===== src/rtl/transducer_burst_array.sv =====
// Multi-channel transducer burst generator: one arm/fire handshake drives NCH phased pulse trains,
// with a per-channel consecutive-high watchdog that latches an array-wide fault.
module transducer_burst_array #(
    parameter int NCH  = 8,
    parameter int PD_W = 16,
    parameter int CT_W = 9,
    parameter int NP_W = 4,
    parameter int WD_W = 10
) (
    input  logic                 clk,
    input  logic                 rst,
    input  logic                 arm,
    input  logic                 fire,
    input  logic [NCH-1:0]       mask,
    input  logic [NCH*PD_W-1:0]  phase_delay,
    input  logic [NCH*CT_W-1:0]  charge_time,
    input  logic [NP_W-1:0]      pulse_count,
    input  logic [PD_W-1:0]      pulse_period,
    output logic [NCH-1:0]       tx_out,
    output logic                 fire_complete,
    output logic                 busy,
    output logic                 warning,
    output logic [NCH-1:0]       warn_ch
);

    typedef enum logic [2:0] {IDLE, ARMED, FIRING, DONE, FAULT} state_t;

    localparam int PW = PD_W + 1;
    localparam logic [WD_W-1:0] LIMIT = {1'b1, {(WD_W-1){1'b0}}};

    state_t state, next_state;

    logic [NCH-1:0]  mask_q;
    logic [PD_W-1:0] pd_q [NCH];
    logic [CT_W-1:0] ct_q [NCH];
    logic [NP_W-1:0] pc_q;
    logic [PD_W-1:0] pp_q;

    logic [PD_W-1:0] dly_q  [NCH], dly_n  [NCH];
    logic [CT_W-1:0] hi_q   [NCH], hi_n   [NCH];
    logic [PW-1:0]   per_q  [NCH], per_n  [NCH];
    logic [NP_W-1:0] left_q [NCH], left_n [NCH];
    logic [NCH-1:0]  started_q, started_n, done_q, done_n, tx_raw_q, tx_raw_n;
    logic [WD_W-1:0] wd_q   [NCH];

    logic [PW-1:0]   ct_plus1 [NCH];
    logic [PW-1:0]   p_eff    [NCH];
    logic [NP_W-1:0] n_eff_load;
    logic [NCH-1:0]  trip_bits, tx_next;
    logic            load, latch, trip, all_done_n;

    assign load       = (state == ARMED) && fire;
    assign latch      = arm && (state == IDLE || state == DONE || state == ARMED);
    assign n_eff_load = arm ? ((pulse_count == '0) ? NP_W'(1) : pulse_count)
                            : ((pc_q == '0) ? NP_W'(1) : pc_q);

    // Period is widened by one bit so ct+1 never overflows when it dominates.
    always_comb begin
        for (int i = 0; i < NCH; i++) begin
            ct_plus1[i]  = PW'(ct_q[i]) + PW'(1);
            p_eff[i]     = (PW'(pp_q) > ct_plus1[i]) ? PW'(pp_q) : ct_plus1[i];
            trip_bits[i] = (wd_q[i] == LIMIT);
        end
    end

    always_comb begin
        for (int i = 0; i < NCH; i++) begin
            dly_n[i]     = dly_q[i];
            hi_n[i]      = hi_q[i];
            per_n[i]     = per_q[i];
            left_n[i]    = left_q[i];
            started_n[i] = started_q[i];
            done_n[i]    = done_q[i];
            tx_raw_n[i]  = tx_raw_q[i];
            if (load) begin
                dly_n[i]     = arm ? phase_delay[i*PD_W +: PD_W] : pd_q[i];
                left_n[i]    = n_eff_load;
                hi_n[i]      = '0;
                per_n[i]     = '0;
                started_n[i] = 1'b0;
                done_n[i]    = 1'b0;
                tx_raw_n[i]  = 1'b0;
            end else if (state == FIRING && !done_q[i]) begin
                if (!started_q[i]) begin
                    if (dly_q[i] == '0) begin
                        started_n[i] = 1'b1;
                        if (ct_q[i] == '0) begin
                            done_n[i] = 1'b1;
                        end else begin
                            tx_raw_n[i] = 1'b1;
                            hi_n[i]     = ct_q[i] - CT_W'(1);
                            per_n[i]    = p_eff[i] - PW'(1);
                            left_n[i]   = left_q[i] - NP_W'(1);
                        end
                    end else begin
                        dly_n[i] = dly_q[i] - PD_W'(1);
                    end
                end else if (tx_raw_q[i]) begin
                    if (hi_q[i] == '0) begin
                        tx_raw_n[i] = 1'b0;
                        if (left_q[i] == '0) done_n[i] = 1'b1;
                    end else begin
                        hi_n[i] = hi_q[i] - CT_W'(1);
                    end
                    if (per_q[i] != '0) per_n[i] = per_q[i] - PW'(1);
                end else begin
                    if (per_q[i] != '0) begin
                        per_n[i] = per_q[i] - PW'(1);
                    end else if (left_q[i] != '0) begin
                        tx_raw_n[i] = 1'b1;
                        hi_n[i]     = ct_q[i] - CT_W'(1);
                        per_n[i]    = p_eff[i] - PW'(1);
                        left_n[i]   = left_q[i] - NP_W'(1);
                    end
                end
            end else if (state != FIRING) begin
                tx_raw_n[i] = 1'b0;
            end
        end
    end

    assign all_done_n = &done_n;
    assign trip       = (state == FIRING) && (|trip_bits);

    always_comb begin
        next_state = state;
        unique case (state)
            IDLE, DONE: if (arm) next_state = ARMED;
            ARMED:      if (fire) next_state = FIRING;
            FIRING: begin
                if (trip)            next_state = FAULT;
                else if (all_done_n) next_state = DONE;
            end
            FAULT:      next_state = FAULT;
            default:    next_state = IDLE;
        endcase
    end

    always_comb begin
        busy          = (state == FIRING);
        fire_complete = (state == IDLE) || (state == DONE);
        warning       = (state == FAULT);
    end

    assign tx_next = (next_state == FIRING) ? (tx_raw_n & ~mask_q) : '0;

    always_ff @(posedge clk) begin
        if (rst) begin
            state     <= IDLE;
            mask_q    <= '0;
            pc_q      <= '0;
            pp_q      <= '0;
            started_q <= '0;
            done_q    <= '0;
            tx_raw_q  <= '0;
            tx_out    <= '0;
            warn_ch   <= '0;
            for (int i = 0; i < NCH; i++) begin
                pd_q[i]   <= '0;
                ct_q[i]   <= '0;
                dly_q[i]  <= '0;
                hi_q[i]   <= '0;
                per_q[i]  <= '0;
                left_q[i] <= '0;
                wd_q[i]   <= '0;
            end
        end else begin
            state     <= next_state;
            started_q <= started_n;
            done_q    <= done_n;
            tx_raw_q  <= tx_raw_n;
            tx_out    <= tx_next;
            if (latch) begin
                mask_q <= mask;
                pc_q   <= pulse_count;
                pp_q   <= pulse_period;
            end
            if (trip) warn_ch <= trip_bits;
            // Watchdog follows the driven output and saturates at the trip limit.
            for (int i = 0; i < NCH; i++) begin
                if (latch) begin
                    pd_q[i] <= phase_delay[i*PD_W +: PD_W];
                    ct_q[i] <= charge_time[i*CT_W +: CT_W];
                end
                dly_q[i]  <= dly_n[i];
                hi_q[i]   <= hi_n[i];
                per_q[i]  <= per_n[i];
                left_q[i] <= left_n[i];
                if (!tx_next[i])           wd_q[i] <= '0;
                else if (wd_q[i] != LIMIT) wd_q[i] <= wd_q[i] + WD_W'(1);
            end
        end
    end

endmodule


===== config.mk =====
export PLATFORM = sky130hd
export DESIGN_NAME = transducer_burst_array
export DESIGN_NICKNAME = d
export VERILOG_FILES = /design/src/rtl/transducer_burst_array.sv
export SDC_FILE = /design/constraint.sdc
export NUM_CORES = 2
export LEC_CHECK = 0
export BUFFER_PORTS_ARGS = -buffer_cell sky130_fd_sc_hd__clkbuf_2
export CAP_MARGIN = 20
export CORE_MARGIN = 8
export CORE_UTILIZATION = 56
export CTS_BUF_LIST = sky130_fd_sc_hd__clkbuf_16
export DETAILED_ROUTE_END_ITERATION = 12
export PLACE_DENSITY = 0.8
export REMOVE_ABC_BUFFERS = 1
export SLEW_MARGIN = 20
export SYNTH_ARGS = -nofsm -noshare
export SYNTH_HDL_FRONTEND = slang
export SYNTH_SLANG_ARGS = --single-unit
export TNS_END_PERCENT = 1

===== constraint.sdc =====
create_clock -name clk -period 5.6 [get_ports clk]
set_input_delay 0.28 -clock clk [delete_from_list [all_inputs] [get_ports clk]]
set_output_delay 0.28 -clock clk [all_outputs]
set_load 0.02 [all_outputs]

== After elaboration in Yosys (flattened, before gate mapping) ==
Memories as Yosys holds them, arrays and structs flattened.
Index checks and enable logic that the tools add are counted.
Widths: inputs -> output; s select.

* Flip-flop bits (word level): 71
* RAM bits: 648
* Output and inout bits: 19
* Word-level logic and storage cells: 810
* Memories kept: 7

* Add/subtract/negate cells: 64
* $lt $le $gt $ge: 8
* Equality and inequality tests: 22
* Muxes and demuxes: 551
* Bitwise gates (word level): 66
* Reductions and logical operators: 76

{| class="wikitable"
|+ Memories
! memory !! words !! width !! read ports !! clocked after Yosys merged registers in !! wr ports !! RTL line !! source
|-
| per_q || 8 || 17 || 8 || 0 || 8 || 41 || <nowiki>logic [PW-1:0] per_q [NCH], per_n [NCH];</nowiki>
|-
| dly_q || 8 || 16 || 8 || 0 || 8 || 39 || <nowiki>logic [PD_W-1:0] dly_q [NCH], dly_n [NCH];</nowiki>
|-
| pd_q || 8 || 16 || 8 || 0 || 8 || 34 || <nowiki>logic [PD_W-1:0] pd_q [NCH];</nowiki>
|-
| wd_q || 8 || 10 || 8 || 0 || 8 || 44 || <nowiki>logic [WD_W-1:0] wd_q [NCH];</nowiki>
|-
| ct_q || 8 || 9 || 8 || 0 || 8 || 35 || <nowiki>logic [CT_W-1:0] ct_q [NCH];</nowiki>
|-
| hi_q || 8 || 9 || 8 || 0 || 8 || 40 || <nowiki>logic [CT_W-1:0] hi_q [NCH], hi_n [NCH];</nowiki>
|-
| +1 memories || - || - || - || - || - || - ||
|}

{| class="wikitable"
|+ Operator list
! cell !! number
|-
| $mux 17 || 80
|-
| $mux 16 || 64
|-
| $mux 9 || 88
|-
| $mux 4 || 75
|-
| $mux 1 || 222
|-
| $mux 10 || 16
|-
| $logic_not 9->1 || 16
|-
| $sub 9x1->9 const B || 16
|-
| $reduce_bool 17->1 || 8
|-
| $sub 16x1->17 const B || 8
|-
| $sub 17x1->17 const B || 8
|-
| $gt 16x10->1 || 8
|-
| $logic_not 16->1 || 8
|-
| $sub 16x1->16 const B || 8
|-
| $add 10x1->10 const B || 8
|-
| $add 9x1->10 const B || 8
|-
| $eq 10x10->1 const B || 8
|-
| $ne 10x10->1 const B || 8
|-
| $or 1x1->1 || 64
|-
| $logic_not 4->1 || 10
|-
| $reduce_bool 4->1 || 8
|-
| $sub 4x1->4 const B || 8
|-
| $mux 3 || 4
|-
| $pmux 3 s4 || 1
|-
| other kinds (14) || 35
|}

== Logic depth before layout (Yosys ltp) ==
An unclocked memory read counts as a cell.

* Depth in word-level cells: 19
* Depth in mapped cells: 23

== Worst setup path after synthesis ==
OpenSTA, ideal clock, no wires.

* Path type: input -> register
* Start point: input port arm
* End point: memory ct_q[0][0], enable pin
* Setup time: 0.554 ns
* Arrival time: 4.763 ns
* Data required time: 5.046 ns
* Path slack: 0.283 ns
* Stages: 3
* Path buffers: 1
* Path through: buf_1 a31oi_1 inv_1

{| class="wikitable"
|+ RTL lines
! element !! RTL line !! source
|-
| from (decl) || 12 || <nowiki>input logic arm,</nowiki>
|-
| to (decl) || 35 ||
|}

==> flow_summary_export.csv <==
group,metric,value,unit
cts,htreeDepth,3,
global_routing,grtUsageMet2,0.479,
synth,synth_cells,5329,
global_routing,grt_start_max_net_pins,131,
critical_path,path_class,"flip-flop to flip-flop",
critical_path,r2r_cells,18,
critical_path,critPathArrivalTime,5.68,ns
sta,min_period,5.15,ns
global_routing,grt_busiest_layer,"met2",
floorplan,num_rows,104,
sta,skew,0.0258,ns
sta,finalCritPeriodShare,0.920,
placement,gp_congestion,0.988,
cts,cts_max_path_buffers,3,
sta,report.final.setup_viol,0,
floorplan,pin_count,251,
global_routing,grt_pass1_vias,40546,
synth,ys_warn_count,0,
job,timing.max_cap.violations,0,
synth,synth_seq_cells,719,
global_routing,globalRouteMet1Util,0.375,
cts,post_cts_buffers,0,
global_routing,grt-ovfl-total,0,
synth,synth_area_leader_cell,"dfxtp_1",
cts,cts_tree,"built",
route,vias,42618,
route,wire_per_inst,20.3,um
power_and_ir_drop,power.density,284,nW/um^2
cells_and_area,regArea,17200,sq um
cells_and_area,fillCellCount,6474,
sta,fmax,194,MHz
global_routing,grt_usage,0.296,
floorplan,die_area,90000,sq um
floorplan,die_w,300,um
synth,yosysSeqAreaShare,0.381,
synth,netlist_area,45200,sq um
floorplan,core_area,80200,sq um
route,drtIter0Drc,4323,
cells_and_area,layout-drive-gt1-share,0.0964,
route,vias_per_cell,6.21,
synth,avgSynthCellArea,8.48,sq um
critical_path,critPathMaxFanout,10,
critical_path,rr_startpoint,"ct_q[1][27]$_SDFFCE_PP0P_",
cells_and_area,utilization,0.654,
critical_path,start_kind,"flip-flop",
critical_path,crit_path_end_kind,"flip-flop",
cts,post_cts_resize_count,0,
route,route.detailed.drc,0,
sta,whs,0.0322,ns
critical_path,r2r_end,"per_q[1][67]$_SDFFE_PP0P_",
critical_path,cp-startpoint,"ct_q[1][27]$_SDFFCE_PP0P_",
cts,root_buffer,"clkbuf_16",
cells_and_area,synthToLayoutAreaGrowth,16.1,%
cells_and_area,multiInputGateArea,26500,sq um
placement,post-place-cells,6471,
synth,ys_top_cells_by_count,"621 x nor2_1, 439 x dfxtp_1, 378 x a21oi_1",
cts,clock_sinks,719,
cells_and_area,nets,6130,
cts,numCtsBuffers,82,
cts,cts_hold_buf,227,
synth,ys_types,92,
sta,hold_viol_final,0,
floorplan,start_util,0.564,
synth,synth_edf_count,280,
synth,yosysMostFrequentCell,"nor2_1",
hold_path,hp-class,"primary input to flip-flop",
floorplan,die_h,300,um
global_routing,grtUsageMet3,0.0580,
power_and_ir_drop,p_leak,20.4,nW
route,final_antenna_net_count,0,
critical_path,cp-endpoint,"per_q[1][67]$_SDFFE_PP0P_",
critical_path,r2r_setup_slack,0.45,ns
sta,slew_viol_final,0,
placement,dp_hpwl,92800,um
sta,rsz0062_at_grt,"false",
cts,clk_pin_slew,0.06,ns
power_and_ir_drop,peakVddDrop,0.235,mV
global_routing,antenna_found_initial,4,
synth,yosysTopAreaCellShare,0.195,
synth,synth-main-ff-cell,"dfxtp_1",
route,drt-total-wl,139000,um
sta,relSlewSlack,0.118,
global_routing,grt_pass1_wl,219000,um
sta,tightest_slew,1.31,ns
outcome,status,"complete, no violations",
cells_and_area,final_cell_count_no_fill,6859,
placement,portBuffers,250,
critical_path,critical_path_required,6.13,ns
synth,synth_area_leaders,"dfxtp_1 19%, edfxtp_1 19%, nor2_1 5.2%",
route,first_pass_iters,6,
cts,clock_latency,0.66,ns
synth,synth-async-reset-ratio,0,
==> logic make-up (layout without fill, tap and decap cells) <==
kind of cell	count (synthesis)	in the layout	share of synthesized area
compound gates	1270	1270	0.182
xor+xnor	376	376	0.0729
fa+ha+maj	176	176	0.0487
buf+inv	498	880	0.0422
flops	719	719	0.381
mux	164	164	0.0366
other cells	1	89	0.0000830
simple gates	2125	2125	0.237
==> layer usage <==
| metal | part of all wire | wire length (um) |
|---|---|---|
| met5 | 0.00011 | 15 |
| met4 | 0.054 | 7520 |
| met3 | 0.089 | 12500 |
| met2 | 0.46 | 63700 |
| met1 | 0.40 | 55800 |
==> how the worst min path moves through the flow <==
stage / start / slack, ns / depth (start not counted) / end
after detailed placement: per_q[1][33]$_SDFFE_PP0P_ / 0.45 / 2 / per_q[1][33]$_SDFFE_PP0P_
final: phase_delay[111] / 0.03 / 2 / pd_q[1][47]$_SDFFCE_PP0P_
after floorplan: rst / 0.35 / 1 / dly_q[0][41]$_SDFFE_PP0P_
after global routing: phase_delay[111] / 0.02 / 2 / pd_q[1][47]$_SDFFCE_PP0P_
after CTS: phase_delay[111] / 0.001 / 2 / pd_q[1][47]$_SDFFCE_PP0P_
after global placement: dly_q[0][41]$_SDFFE_PP0P_ / 0.45 / 2 / dly_q[0][41]$_SDFFE_PP0P_
==> flip-flops by register name, summed over array words and instances (netlist names) <==
signal,cells
tx_raw_q,8
pp_q,16
pc_q,4
left_q,32
tx_out,8
dly_q,128
warn_ch,8
mask_q,8
pd_q,128
per_q,136
ct_q,72
hi_q,72
wd_q,80
started_q,8
state,3
done_q,8
==> layout make-up <==
class,instances,area share
multi-input combinational,4191,0.504
timing repair buffer,558,0.0796
sequential,719,0.328
clock inverter,68,0.0101
inverter,170,0.0123
tap,1060,0.0253
antenna,9,0.000429
clock buffer,84,0.0401
==> placed cells by master (no fill, tap or decap), drive strengths merged, types with 29 or more instances in the layout <==
cell	n
xor2	199
edfxtp	280
nor3	188
clkbuf	334
o211ai	37
a31oi	62
o22ai	40
buf	81
nor2	630
a211oi	153
mux2i	156
ha	176
and2	186
inv	196
xnor2	177
nor2b	100
dfxtp	439
dlygate4sd3	227
nor3b	29
conb	80
or3	59
a21oi	379
or4	46
nor4	75
nand3	190
nand2	355
o21ai	272
nand4	78
and3	52
==> worst max-delay path, cell delays in order (launching register included) <==
cell       delay (ns)
edfxtp_1         0.54
ha_1             0.34
and4_1           0.24
a21boi_0         0.32
nor2_1           0.14
ha_1             0.31
o21ai_0          0.16
nor2_1           0.06
or4_4            0.43
o22ai_4          0.15
mux2i_1          0.22
ha_1             0.37
nand2_1          0.11
a2111oi_0        0.50
buf_4            0.22
nand2_1          0.05
mux2i_1          0.39
a22oi_1          0.16
a221oi_1         0.32
==> where the power goes <==
part / leakage (nW) / total [mW] / switching, mW / internal (mW)
Clock: 1.35 / 5.33 / 2.35 / 2.98
Combinational: 12.5 / 3.48 / 2.13 / 1.36
Sequential: 6.57 / 6.10 / 0.343 / 5.76
==> per-stage QoR <==
stage | instance area (sq um) | total power [mW] | TNS [ns] | setup slack, ns
2_1_floorplan | 44200 | 8.37 | -2132.01 | -13.55
3_3_place_gp | 47500 | 9.34 | 0 | 0.737
3_5_place_dp | 47500 | 9.41 | 0 | 0.673
4_1_cts | 52400 | 14.8 | 0 | 0.612
5_1_grt | 52400 | 15.5 | 0 | 0.188
6_report | 52500 | 14.9 | 0 | 0.449
Power figures use the tool's default switching activity.
